===== src/rtl/ssd_multiplexer.sv =====
// ssd_multiplexer: N-digit multiplexed seven-segment display driver.
// A scan prescaler steps through the digits. Display data is double-buffered:
// writes go to a pending register and reach the shadow copy at frame boundaries.
// Each digit has an enable, and all anodes are blanked at the start of each slot.
// Optional feature: define SSD_LZ_BLANK_EN to suppress leading zeros.

module ssd_multiplexer #(
    parameter int unsigned NUM_DIGITS   = 8,
    parameter int unsigned SCAN_DIV     = 262144,
    parameter int unsigned BLANK_CYCLES = 16
) (
    input  logic                    clk,
    input  logic                    reset_n,
    input  logic [4*NUM_DIGITS-1:0] digits_in,
    input  logic [NUM_DIGITS-1:0]   dp_in,
    input  logic [NUM_DIGITS-1:0]   digit_en_in,
    input  logic                    load,
    output logic [NUM_DIGITS-1:0]   an_out,
    output logic [6:0]              seg_out,
    output logic                    dp_out,
    output logic                    frame_done
);

    localparam int unsigned PW = (SCAN_DIV > 1) ? $clog2(SCAN_DIV) : 1;
    localparam int unsigned IW = (NUM_DIGITS > 1) ? $clog2(NUM_DIGITS) : 1;
    localparam logic [PW-1:0] PcntLast = PW'(SCAN_DIV - 1);
    localparam logic [IW-1:0] IdxLast  = IW'(NUM_DIGITS - 1);

    logic [PW-1:0]           pcnt_q, pcnt_d;
    logic [IW-1:0]           idx_q, idx_d;
    logic [4*NUM_DIGITS-1:0] pend_dg_q, pend_dg_d, sh_dg_q, sh_dg_d;
    logic [NUM_DIGITS-1:0]   pend_dp_q, pend_dp_d, sh_dp_q, sh_dp_d;
    logic [NUM_DIGITS-1:0]   pend_en_q, pend_en_d, sh_en_q, sh_en_d;
    logic                    pend_valid_q, pend_valid_d;
    logic [NUM_DIGITS-1:0]   an_q, an_d;
    logic [6:0]              seg_q, seg_d;
    logic                    dp_q, dp_d;
    logic                    fd_q, fd_d;

    logic                    slot_end, frame_end, blank;
    logic [3:0]              cur_nib;
    logic                    cur_en, cur_dp, cur_sup;
    logic [NUM_DIGITS-1:0]   cur_hot;
    logic [NUM_DIGITS-1:0]   sup;

    // Active-low segment pattern, [6]=a .. [0]=g; b and d in lowercase form.
    function automatic logic [6:0] hex_to_seg(input logic [3:0] nib);
        logic [6:0] s;
        unique case (nib)
            4'h0: s = 7'h01;
            4'h1: s = 7'h4F;
            4'h2: s = 7'h12;
            4'h3: s = 7'h06;
            4'h4: s = 7'h4C;
            4'h5: s = 7'h24;
            4'h6: s = 7'h20;
            4'h7: s = 7'h0F;
            4'h8: s = 7'h00;
            4'h9: s = 7'h04;
            4'hA: s = 7'h08;
            4'hB: s = 7'h60;
            4'hC: s = 7'h31;
            4'hD: s = 7'h42;
            4'hE: s = 7'h30;
            4'hF: s = 7'h38;
            default: s = 7'h7F;
        endcase
        return s;
    endfunction

    // Prescaler and digit index; idx wrapping to 0 marks the frame boundary.
    always_comb begin
        slot_end  = (pcnt_q == PcntLast);
        frame_end = slot_end && (idx_q == IdxLast);
        pcnt_d    = slot_end ? '0 : pcnt_q + PW'(1);
        idx_d     = idx_q;
        if (slot_end) begin
            idx_d = (idx_q == IdxLast) ? '0 : idx_q + IW'(1);
        end
    end

    // Pending/shadow double buffer; a load on the boundary bypasses pending.
    always_comb begin
        pend_dg_d    = pend_dg_q;
        pend_dp_d    = pend_dp_q;
        pend_en_d    = pend_en_q;
        pend_valid_d = pend_valid_q;
        sh_dg_d      = sh_dg_q;
        sh_dp_d      = sh_dp_q;
        sh_en_d      = sh_en_q;
        if (load) begin
            pend_dg_d    = digits_in;
            pend_dp_d    = dp_in;
            pend_en_d    = digit_en_in;
            pend_valid_d = 1'b1;
        end
        if (frame_end) begin
            if (load) begin
                sh_dg_d = digits_in;
                sh_dp_d = dp_in;
                sh_en_d = digit_en_in;
            end else if (pend_valid_q) begin
                sh_dg_d = pend_dg_q;
                sh_dp_d = pend_dp_q;
                sh_en_d = pend_en_q;
            end
            pend_valid_d = 1'b0;
        end
    end

`ifdef SSD_LZ_BLANK_EN
    logic lz_run;

    // Walk down from the top digit; stay suppressed while all enabled digits seen are zero.
    always_comb begin
        lz_run = 1'b1;
        sup    = '0;
        for (int i = int'(NUM_DIGITS) - 1; i >= 0; i--) begin
            if (sh_en_q[i] && (sh_dg_q[4*i +: 4] != 4'h0)) begin
                lz_run = 1'b0;
            end
            if (i > 0) begin
                sup[i] = lz_run;
            end
        end
    end
`else
    assign sup = '0;
`endif

    // Select the shadow data of the digit currently being scanned.
    always_comb begin
        cur_nib = '0;
        cur_en  = 1'b0;
        cur_dp  = 1'b0;
        cur_sup = 1'b0;
        cur_hot = '0;
        for (int i = 0; i < int'(NUM_DIGITS); i++) begin
            if (IW'(i) == idx_q) begin
                cur_hot[i] = 1'b1;
                cur_nib    = sh_dg_q[4*i +: 4];
                cur_en     = sh_en_q[i];
                cur_dp     = sh_dp_q[i];
                cur_sup    = sup[i];
            end
        end
    end

    // Next pin values; everything dark during the blanking window or for hidden digits.
    always_comb begin
        blank = (32'(pcnt_q) < BLANK_CYCLES);
        an_d  = '1;
        seg_d = 7'h7F;
        dp_d  = 1'b1;
        fd_d  = frame_end;
        if (!blank && cur_en && !cur_sup) begin
            an_d  = ~cur_hot;
            seg_d = hex_to_seg(cur_nib);
            dp_d  = ~cur_dp;
        end
    end

    // State and registered outputs.
    always_ff @(posedge clk or negedge reset_n) begin
        if (!reset_n) begin
            pcnt_q       <= '0;
            idx_q        <= '0;
            pend_dg_q    <= '0;
            pend_dp_q    <= '0;
            pend_en_q    <= '0;
            pend_valid_q <= 1'b0;
            sh_dg_q      <= '0;
            sh_dp_q      <= '0;
            sh_en_q      <= '0;
            an_q         <= '1;
            seg_q        <= 7'h7F;
            dp_q         <= 1'b1;
            fd_q         <= 1'b0;
        end else begin
            pcnt_q       <= pcnt_d;
            idx_q        <= idx_d;
            pend_dg_q    <= pend_dg_d;
            pend_dp_q    <= pend_dp_d;
            pend_en_q    <= pend_en_d;
            pend_valid_q <= pend_valid_d;
            sh_dg_q      <= sh_dg_d;
            sh_dp_q      <= sh_dp_d;
            sh_en_q      <= sh_en_d;
            an_q         <= an_d;
            seg_q        <= seg_d;
            dp_q         <= dp_d;
            fd_q         <= fd_d;
        end
    end

    assign an_out     = an_q;
    assign seg_out    = seg_q;
    assign dp_out     = dp_q;
    assign frame_done = fd_q;

endmodule


===== config.mk =====
export PLATFORM = sky130hd
export DESIGN_NAME = ssd_multiplexer
export DESIGN_NICKNAME = d
export VERILOG_FILES = /design/src/rtl/ssd_multiplexer.sv
export SDC_FILE = /design/constraint.sdc
export NUM_CORES = 1
export LEC_CHECK = 0
export ABC_AREA = 1
export CAP_MARGIN = 40
export CORE_AREA = 3 3 108 110
export CTS_BUF_LIST = sky130_fd_sc_hd__clkbuf_8
export CTS_CLUSTER_SIZE = 14
export DETAILED_ROUTE_END_ITERATION = 6
export DIE_AREA = 0 0 111 113
export PLACE_DENSITY = 0.83
export SYNTH_ARGS = -nofsm -noshare
export SYNTH_HDL_FRONTEND = slang
export SYNTH_SLANG_ARGS = --single-unit

===== constraint.sdc =====
create_clock -name clk -period 2.9 [get_ports clk]
set_clock_uncertainty 0.2 [all_clocks]
set_input_delay 0.58 -clock clk [delete_from_list [all_inputs] [get_ports clk]]
set_output_delay 0.58 -clock clk [all_outputs]
set_load 0.03 [all_outputs]

# Yosys cells after proc, flatten, opt, wreduce, memory -nomap -nowiden
# Memory sizes are Yosys's and may differ from the RTL's.
# Cells that the tools add are included.
totals:
  input_bits: 51
  word_cells: 80
  mem_bits_ro: 112
  output_inout_bits: 17
  regBits: 135
  memories: 1
mem_list:
  columns: ["name", "depth", "width", "read_ports", "rd_ports_with_merged_regs", "write_ports", "line_no", "source"]
  rows:
  - ["(name not given)", 16, 7, 1, 0, 0, "49", "unique case (nib)"]
op_classes:
  add_sub_neg: 2
  magnitude_cmp: 1
  eq_ne: 9
  n_reduce_logical: 7
  bitwise_logic: 2
  mux: 45
ops:
  columns: ["operator", "n"]
  rows:
  - ["$mux 32", 2]
  - ["$mux 8", 5]
  - ["$mux 4", 8]
  - ["$mux 1", 27]
  - ["$add 18x1->18 const B", 1]
  - ["$eq 18x18->1 const B", 1]
  - ["$lt 18x5->1 const B", 1]
  - ["$mux 18", 1]
  - ["$eq 3x3->1 const A", 4]
  - ["$not 8->8", 1]
  - ["$mux 7", 1]
  - ["$eq 2x3->1 const A", 2]
  - ["$reduce_bool 2->1", 2]
  - ["$add 3x1->3 const B", 1]
  - ["$eq 1x3->1 const A", 1]
  - ["$eq 3x3->1 const B", 1]
  - ["$logic_not 3->1", 1]
  - ["$mux 3", 1]
  - ["$logic_and 1x1->1", 2]
  - ["$reduce_and 2->1", 1]
  - ["$logic_not 1->1", 1]
  - ["$not 1->1", 1]

# Depth between registers and ports, before layout
# Gate-level depths: netlist (run 1).
logic_depth:
  ltp_word: 11
  mapped_depth: 20

# Worst setup path before layout (run 1)
# Ideal clock, no wire load.
synth_path:
  path_kind: "reg2reg"
  from: "register idx_q[2]"
  to: "register seg_q[3] (netlist: seg_out[3])"
  stages_incl_launch_ff: 17
  period_less_slack_ns: 2.384
  setup_time_ns: 0.083
  arrival_time_ns: 2.101
  path_slack_ns: 0.516
  path_buffers: 1
  cell_sequence: "dfrtp_1 buf_4 inv_6 ha_1 inv_1 or2_2 nand3_1 nand2_1 nand2_1 nand2_1 nand2_1 inv_1 ha_1 nand3_1 nand2_1 nand2_1 nand3_1"
synth_via:
  elab_chain_cells: 11
  elab_cells_between_ends: 27
  cone_classes: "eq/ne (7); mux (17); reduce/logical (2); memory (1)"
synth_rtl:
  columns: ["item", "line_no", "source"]
  rows:
  - ["start: declaration", "30", "logic [IW-1:0] idx_q, idx_d;"]
  - ["start signal: assignment", "181", "idx_q <= idx_d;"]
  - ["$logic_not 3->1", "139", "if (IW'(i) == idx_q) begin"]
  - ["$mux 4 / $mux 1 (equally long branches) (8 in series)", "139", null]
  - ["$mem_v2 16x7 / $logic_and 1x1->1 (equally long branches)", null, null]
  - ["$mux 7 (*)", "156", "if (!blank && cur_en && !cur_sup) begin"]
  - ["via seg_d[3]", "36", "logic [6:0] seg_q, seg_d;"]
  - ["end signal: assignment", "190", "seg_q <= seg_d;"]
  - ["end: declaration", "36", null]
# The timed path passes the listed nets; every way through them passes the cells marked *.
# A chain may end at the register's enable or synchronous reset.

# Worst setup path in the final report (run 1)
layout_path:
  from: "register idx_q[0]"
  to: "register seg_q[3] (netlist: seg_out[3])"
# The elaborated chain is that of the path after synthesis.

==> impl_metrics.tcl, run 1 <==
set metrics [dict create \
    drtIter0Drc 390 \
    path_cells "inv_1 > ha_2 > inv_1 > nor3_4 > nand2_1 > nand2_1 > nand3_1 > nand3_1 > nand2_1 > nand2_1 > nand2_1 > nand2_1 > inv_1 > ha_1 > nand3_1 > nand2_1 > nand2_1 > nand3_1" \
    routed_wl_mm 12.9 \
    preCtsSetupSlack_ns 0.174 \
    clk_pin_slew_ns 0.08 \
    critPathBufInv 3 \
    critical_path_arrival_ns 2.86 \
    finalSetupViolCount 0 \
    worstSetupPathType "reg -> reg" \
    drc_errors 0 \
    syn_nets 817 \
    final_common_cell "nand2_1" \
    finalHoldViolCount 0 \
    layout_setup_ws_ns 0.198 \
    max_freq_ghz 0.370 \
    place.port_buffers 67 \
    clock_latency_ns 0.45 \
    antenna_found_initial 0 \
    num_rows 38 \
    core_area_um2 10800 \
    synth_area_um2 6220 \
    layout_common_cells "nand2_1, dfrtp_1, inv_1" \
    ios 68 \
    netlist_instances 753 \
    die_h_um 113 \
    drt_pre_antenna_iters 4 \
    clock-root-buffer "clkbuf_8" \
    ir_worst_vdd_mv 0.505 \
    hold_path.class "reg -> reg" \
    antenna_cells 0 \
    finalMaxSlewViolations 0 \
    grt_start_max_net_pins 97 \
    ant_nets 0 \
    clockBufferDepth 2 \
    synthDistinctLibCells 40 \
    fillCellCount 810 \
    post_cts_buffers 0 \
    grt_pass1_vias 4876 \
    startpoint_type "flop" \
    synth.avg_cell_area_um2 8.26 \
    critPathCaptureType "flop" \
    status "completed" \
    ys_seq_elements 135 \
    place.gp.congestion 1.00 \
    grt_use_total_pct 21.6 \
    cp_slowest_cell "dfrtp_1" \
    post_drt_wl_per_cell_um 13.3 \
    reg2reg_from "idx_q[0]" \
    fin_area_um2 7500 \
    dieArea_um2 12500 \
    fp.dieW_um 111 \
    dp.cells 937 \
    fin_crit_sh_pct 93.2 \
    h-tree-depth 4 \
    cts_tree "built" \
    crit_top_cell "nand2_1" \
    ys_seq_area_share_pct 54.6 \
    maxCapViolations 0 \
    overflow 0 \
    cp_top_family "simple AND/OR/NAND/NOR gates" \
    p_leak_uw 0.00384 \
    critPathMaxStageDelay_ns 0.41 \
    tightest_slew_ns 0.611 \
    cp_max_fo 4 \
    cts_num_sinks 135 \
    min_period_ns 2.70 \
    yosys_warnings 0 \
    dp_hpwl_mm 9.06 \
    rsz0062_at_grt "yes" \
    via_per_inst 5.05 \
    finalSetupTns_ns 0 \
    cp.required_ns 3.06 \
    layout-drive-gt1-share_pct 10.0 \
    total_power_uw 4080 \
    dpl_cell_area_um2 6980 \
    grt_pass1_wl_mm 21.8 \
    area_growth_syn_to_layout_pct 20.6 \
    start_util_pct 57.6 \
    cts_made_buffers 17 \
    fin_cells 970 \
    slew_headroom_pct 59.3 \
    power_density_nw_per_um2 545 \
    nets 881 \
    startpoint "idx_q[0]" \
    vias 4898 \
    holdCritStartpoint "pcnt_q[0]" \
]
-- Yosys cell counts (all sizes together) --
master	number	share of area (%)
or2	5	0.50
o211ai	2	0.46
a21oi	3	0.24
a31o	1	0.14
xor2	7	0.99
buf	14	1.8
dfrtp	119	48
inv	94	5.8
nand2	310	19
dfstp	16	6.8
o21ai	55	4.4
a41oi	1	0.14
nor4	3	0.40
nor2	41	2.5
nor3b	3	0.44
nand4	4	0.64
o22ai	1	0.10
clkinv	2	0.12
nor3	5	0.66
ha	13	2.6
xnor2	5	0.70
clkbuf	15	0.91
nand3	34	2.9
-- registers in the layout, indices dropped and copies added (netlist names) --
name / count
pcnt_q: 18
sh_dg_q: 32
pend_en_q: 8
pend_dg_q: 32
dp_out: 1
idx_q: 3
pend_valid_q: 1
sh_en_q: 8
sh_dp_q: 8
an_out: 8
frame_done: 1
pend_dp_q: 8
seg_out: 7
-- power by group --
group	switching [uW]	internal (uW)
Sequential	15.8	1940
Combinational	133	100
Clock	753	1140
Total	902	3180
-- through the flow --
| step | hold slack, ns | util, % |
|---|---|---|
| 2_1_floorplan | 0.0844 | - |
| 3_3_place_gp | 0.246 | 64.6 |
| 3_5_place_dp | 0.256 | 64.6 |
| 4_1_cts | 0.269 | 69.3 |
| 5_1_grt | 0.284 | 69.5 |
| 6_report | 0.265 | 69.5 |
-- timing repair --
action | 4_1_cts | 5_1_grt
setup endpoints to repair | 0 | 5
hold buffers | 1 | 0
gates resized for setup | 0 | 6
hold endpoints to repair | 32 | 0
-- final cells by class --
| class | count | area (um^2) | share of cell area, % |
|---|---|---|---|
| multi-input combinational | 493 | 2310 | 30.8 |
| clock buffer | 18 | 248 | 3.30 |
| sequential | 135 | 3400 | 45.3 |
| timing repair buffer | 74 | 756 | 10.1 |
| inverter | 96 | 365 | 4.87 |
| tap | 140 | 175 | 2.34 |
| clock inverter | 14 | 246 | 3.29 |
-- routing by layer --
metal	GRT usage (%)	share of wire, %	wire [um]	vias up
met2	36.0	49	6260	134
met1	26.6	44	5720	2303
li1	-	-	-	2432
met3	5.83	4.5	573	29
met5	0	0	0	-
met4	9.11	2.5	317	0
-- final timing paths --
| kind | to | slack (ns) | cells past startpoint |
|---|---|---|---|
| max | seg_out[3] | 0.20 | 18 |
| min | pcnt_q[0] | 0.26 | 1 |
| max reg2reg | seg_out[3] | 0.20 | 18 |
| min reg2reg | pcnt_q[0] | 0.26 | 1 |
| max in group asynchronous | an_out[3] | 1.30 | 3 |
| min in group asynchronous | pcnt_q[6] | 0.48 | 2 |
-- cells by family after synthesis --
| kind of cell | after synthesis | synth area share (%) |
|---|---|---|
| AOI/OAI and AO/OA | 63 | 5.51 |
| xor gates and xnor gates | 12 | 1.69 |
| adders and majority gates | 13 | 2.61 |
| buffers and inverters | 125 | 8.55 |
| DFF | 135 | 54.6 |
| and+or+nand+nor | 405 | 27.0 |
-- worst reg2reg max path: cells and delay by family (launching register included) --
kind / cells / cell delay, ns
adders and majority gates: 2 / 0.53
buffers and inverters: 3 / 0.33
DFF: 1 / 0.41
and+or+nand+nor: 13 / 1.15
Note: power is estimated with default switching activity, not from simulation.
==> run 2: changes to the inputs <==
--- a/config.mk
+++ b/config.mk
@@ -7,12 +7,11 @@
 export LEC_CHECK = 0
 export ABC_AREA = 1
 export CAP_MARGIN = 40
-export CORE_AREA = 3 3 108 110
-export CTS_BUF_LIST = sky130_fd_sc_hd__clkbuf_8
+export CORE_AREA = 3 3 110 112
 export CTS_CLUSTER_SIZE = 14
 export DETAILED_ROUTE_END_ITERATION = 6
-export DIE_AREA = 0 0 111 113
-export PLACE_DENSITY = 0.83
+export DIE_AREA = 0 0 113 115
+export PLACE_DENSITY = 0.81
 export SYNTH_ARGS = -nofsm -noshare
 export SYNTH_HDL_FRONTEND = slang
 export SYNTH_SLANG_ARGS = --single-unit
==> run 2 against run 1 <==
Clock-buffer cell count up 2. Worst hold slack better by 0.0016 ns. Non-clock buffer count up 1. Critical endpoint unchanged. Die area up 3.6%. Power up 7.9%. Fmax down 1.7%. Critical path type unchanged. Final cell count up 0.31%. Sequential cell count unchanged. Via count down 0.90%.
==> impl_metrics.tcl, run 2 (synthesis gave the netlist of run 1 again) <==
set metrics [dict create \
    hold_slack_ns 0.266 \
    finalMaxSlewViolations 0 \
    cts_made_buffers 17 \
    clk_pin_slew_ns 0.06 \
    top_regs "pend_dg_q: 32 flops, sh_dg_q: 32 flops, pcnt_q: 18 flops" \
    cts_num_sinks 135 \
    clock-root-buffer "clkbuf_16" \
    power_density_nw_per_um2 580 \
    finalSetupTns_ns 0 \
    post_drt_wl_per_cell_um 13.5 \
    slew_headroom_pct 63.2 \
    ant_nets 0 \
    preCtsSetupSlack_ns 0.184 \
    post_cts_buffers 0 \
    place.port_buffers 67 \
    rsz0062_at_grt "no" \
    grt_start_max_net_pins 68 \
    cp.required_ns 3.03 \
    drt_pre_antenna_iters 5 \
    place.gp.congestion 0.964 \
    dieArea_um2 13000 \
    reg2reg_slack_ns 0.15 \
    drc_errors 0 \
    grt_pass1_vias 4778 \
    clock_latency_ns 0.42 \
    layout_setup_ws_ns 0.152 \
    finalHoldViolCount 0 \
    worstReg2RegEnd "seg_out[3]" \
    nets 882 \
    min_to "pend_dg_q[8]" \
    start_util_pct 55.0 \
    critical_path_arrival_ns 2.88 \
    vias 4854 \
    num_rows 39 \
    drtIter0Drc 365 \
    p_leak_uw 0.00389 \
    core_area_um2 11300 \
    h-tree-depth 4 \
    hold_path.class "reg -> reg" \
    status "completed" \
    cts_tree "built" \
    cp_max_fo 9 \
    reg2reg_from "idx_q[2]" \
    min_period_ns 2.75 \
    ios 68 \
    overflow 0 \
    fin_area_um2 7600 \
    startpoint_type "flop" \
    maxCapViolations 0 \
    layout_common_cells "nand2_1, dfrtp_1, inv_1" \
    final_common_cell "nand2_1" \
    max_freq_ghz 0.364 \
    whs_path_depth 2 \
    critPathCaptureType "flop" \
    dp_hpwl_mm 9.01 \
    die_h_um 115 \
    clockBufferDepth 2 \
    routed_wl_mm 13.1 \
    antenna_found_initial 0 \
    layout-drive-gt1-share_pct 9.76 \
    tightest_slew_ns 0.552 \
    ir_worst_vdd_mv 0.480 \
    worstSetupPathType "reg -> reg" \
    antenna_cells 0 \
    area_growth_syn_to_layout_pct 22.1 \
    fp.dieW_um 113 \
    finalSetupViolCount 0 \
    holdCritStartpoint "pend_dg_q[8]" \
    dpl_cell_area_um2 6960 \
    via_per_inst 4.99 \
    grt_pass1_wl_mm 22.1 \
    startpoint "idx_q[2]" \
    grt_use_total_pct 21.4 \
    reg2reg_depth 15 \
    fin_crit_sh_pct 94.8 \
]
run 2: worst max path at each step:
stage,endpoint,slack [ns],cells after the start
detailed placement,seg_out[3],0.18,15
global route,seg_out[3],0.0002,15
CTS,seg_out[3],0.16,15
finish,seg_out[3],0.15,15
global placement,seg_out[3],0.33,15
floorplan,seg_out[3],0.52,16
run 2: area by class of cell:
class | instances | area (um^2)
tap | 143 | 179
multi-input combinational | 493 | 2300
inverter | 96 | 365
clock buffer | 20 | 467
timing repair buffer | 75 | 738
fill | 905 | 3720
clock inverter | 11 | 149
sequential | 135 | 3400
run 2: critical path: stages, from the launching register on:
cell	delay, ns
dfrtp_2	0.50
inv_6	0.10
ha_1	0.29
inv_1	0.16
or2_2	0.30
nand3_1	0.09
nand2_1	0.05
nand2_1	0.06
nand2_1	0.07
nand2_1	0.15
inv_1	0.09
ha_1	0.28
nand3_1	0.08
nand2_1	0.06
nand2_1	0.08
nand3_1	0.10
run 2: per-layer routing:
| layer | GRT usage, % | share of wire (%) | vias to the layer above |
|---|---|---|---|
| li1 | - | - | 2431 |
| met1 | 26.8 | 44 | 2268 |
| met2 | 35.6 | 50 | 129 |
| met3 | 5.42 | 4.4 | 26 |
| met4 | 9.38 | 1.9 | 0 |
| met5 | 0 | 0 | - |
run 2: repair_timing:
item | in CTS | in global routing
hold buffers | 1 | 0
endpoints found under the setup margin | 0 | 4
resized for setup | 0 | 3
hold endpoints to repair | 22 | 0
run 2: power by group:
| part | internal [uW] | switching (uW) | total, uW |
|---|---|---|---|
| Sequential | 1940 | 16.9 | 1960 |
| Clock | 1410 | 801 | 2220 |
| Combinational | 98.4 | 132 | 230 |
| Total | 3460 | 950 | 4410 |
run 2: per-stage QoR:
step	total power [uW]	utilization [%]	std cells
finish	4410	67.1	973
global route	4560	67.1	973
CTS	4440	67.0	973
detailed placement	2230	61.5	941
global placement	2220	61.5	941
floorplan	2090	-	753
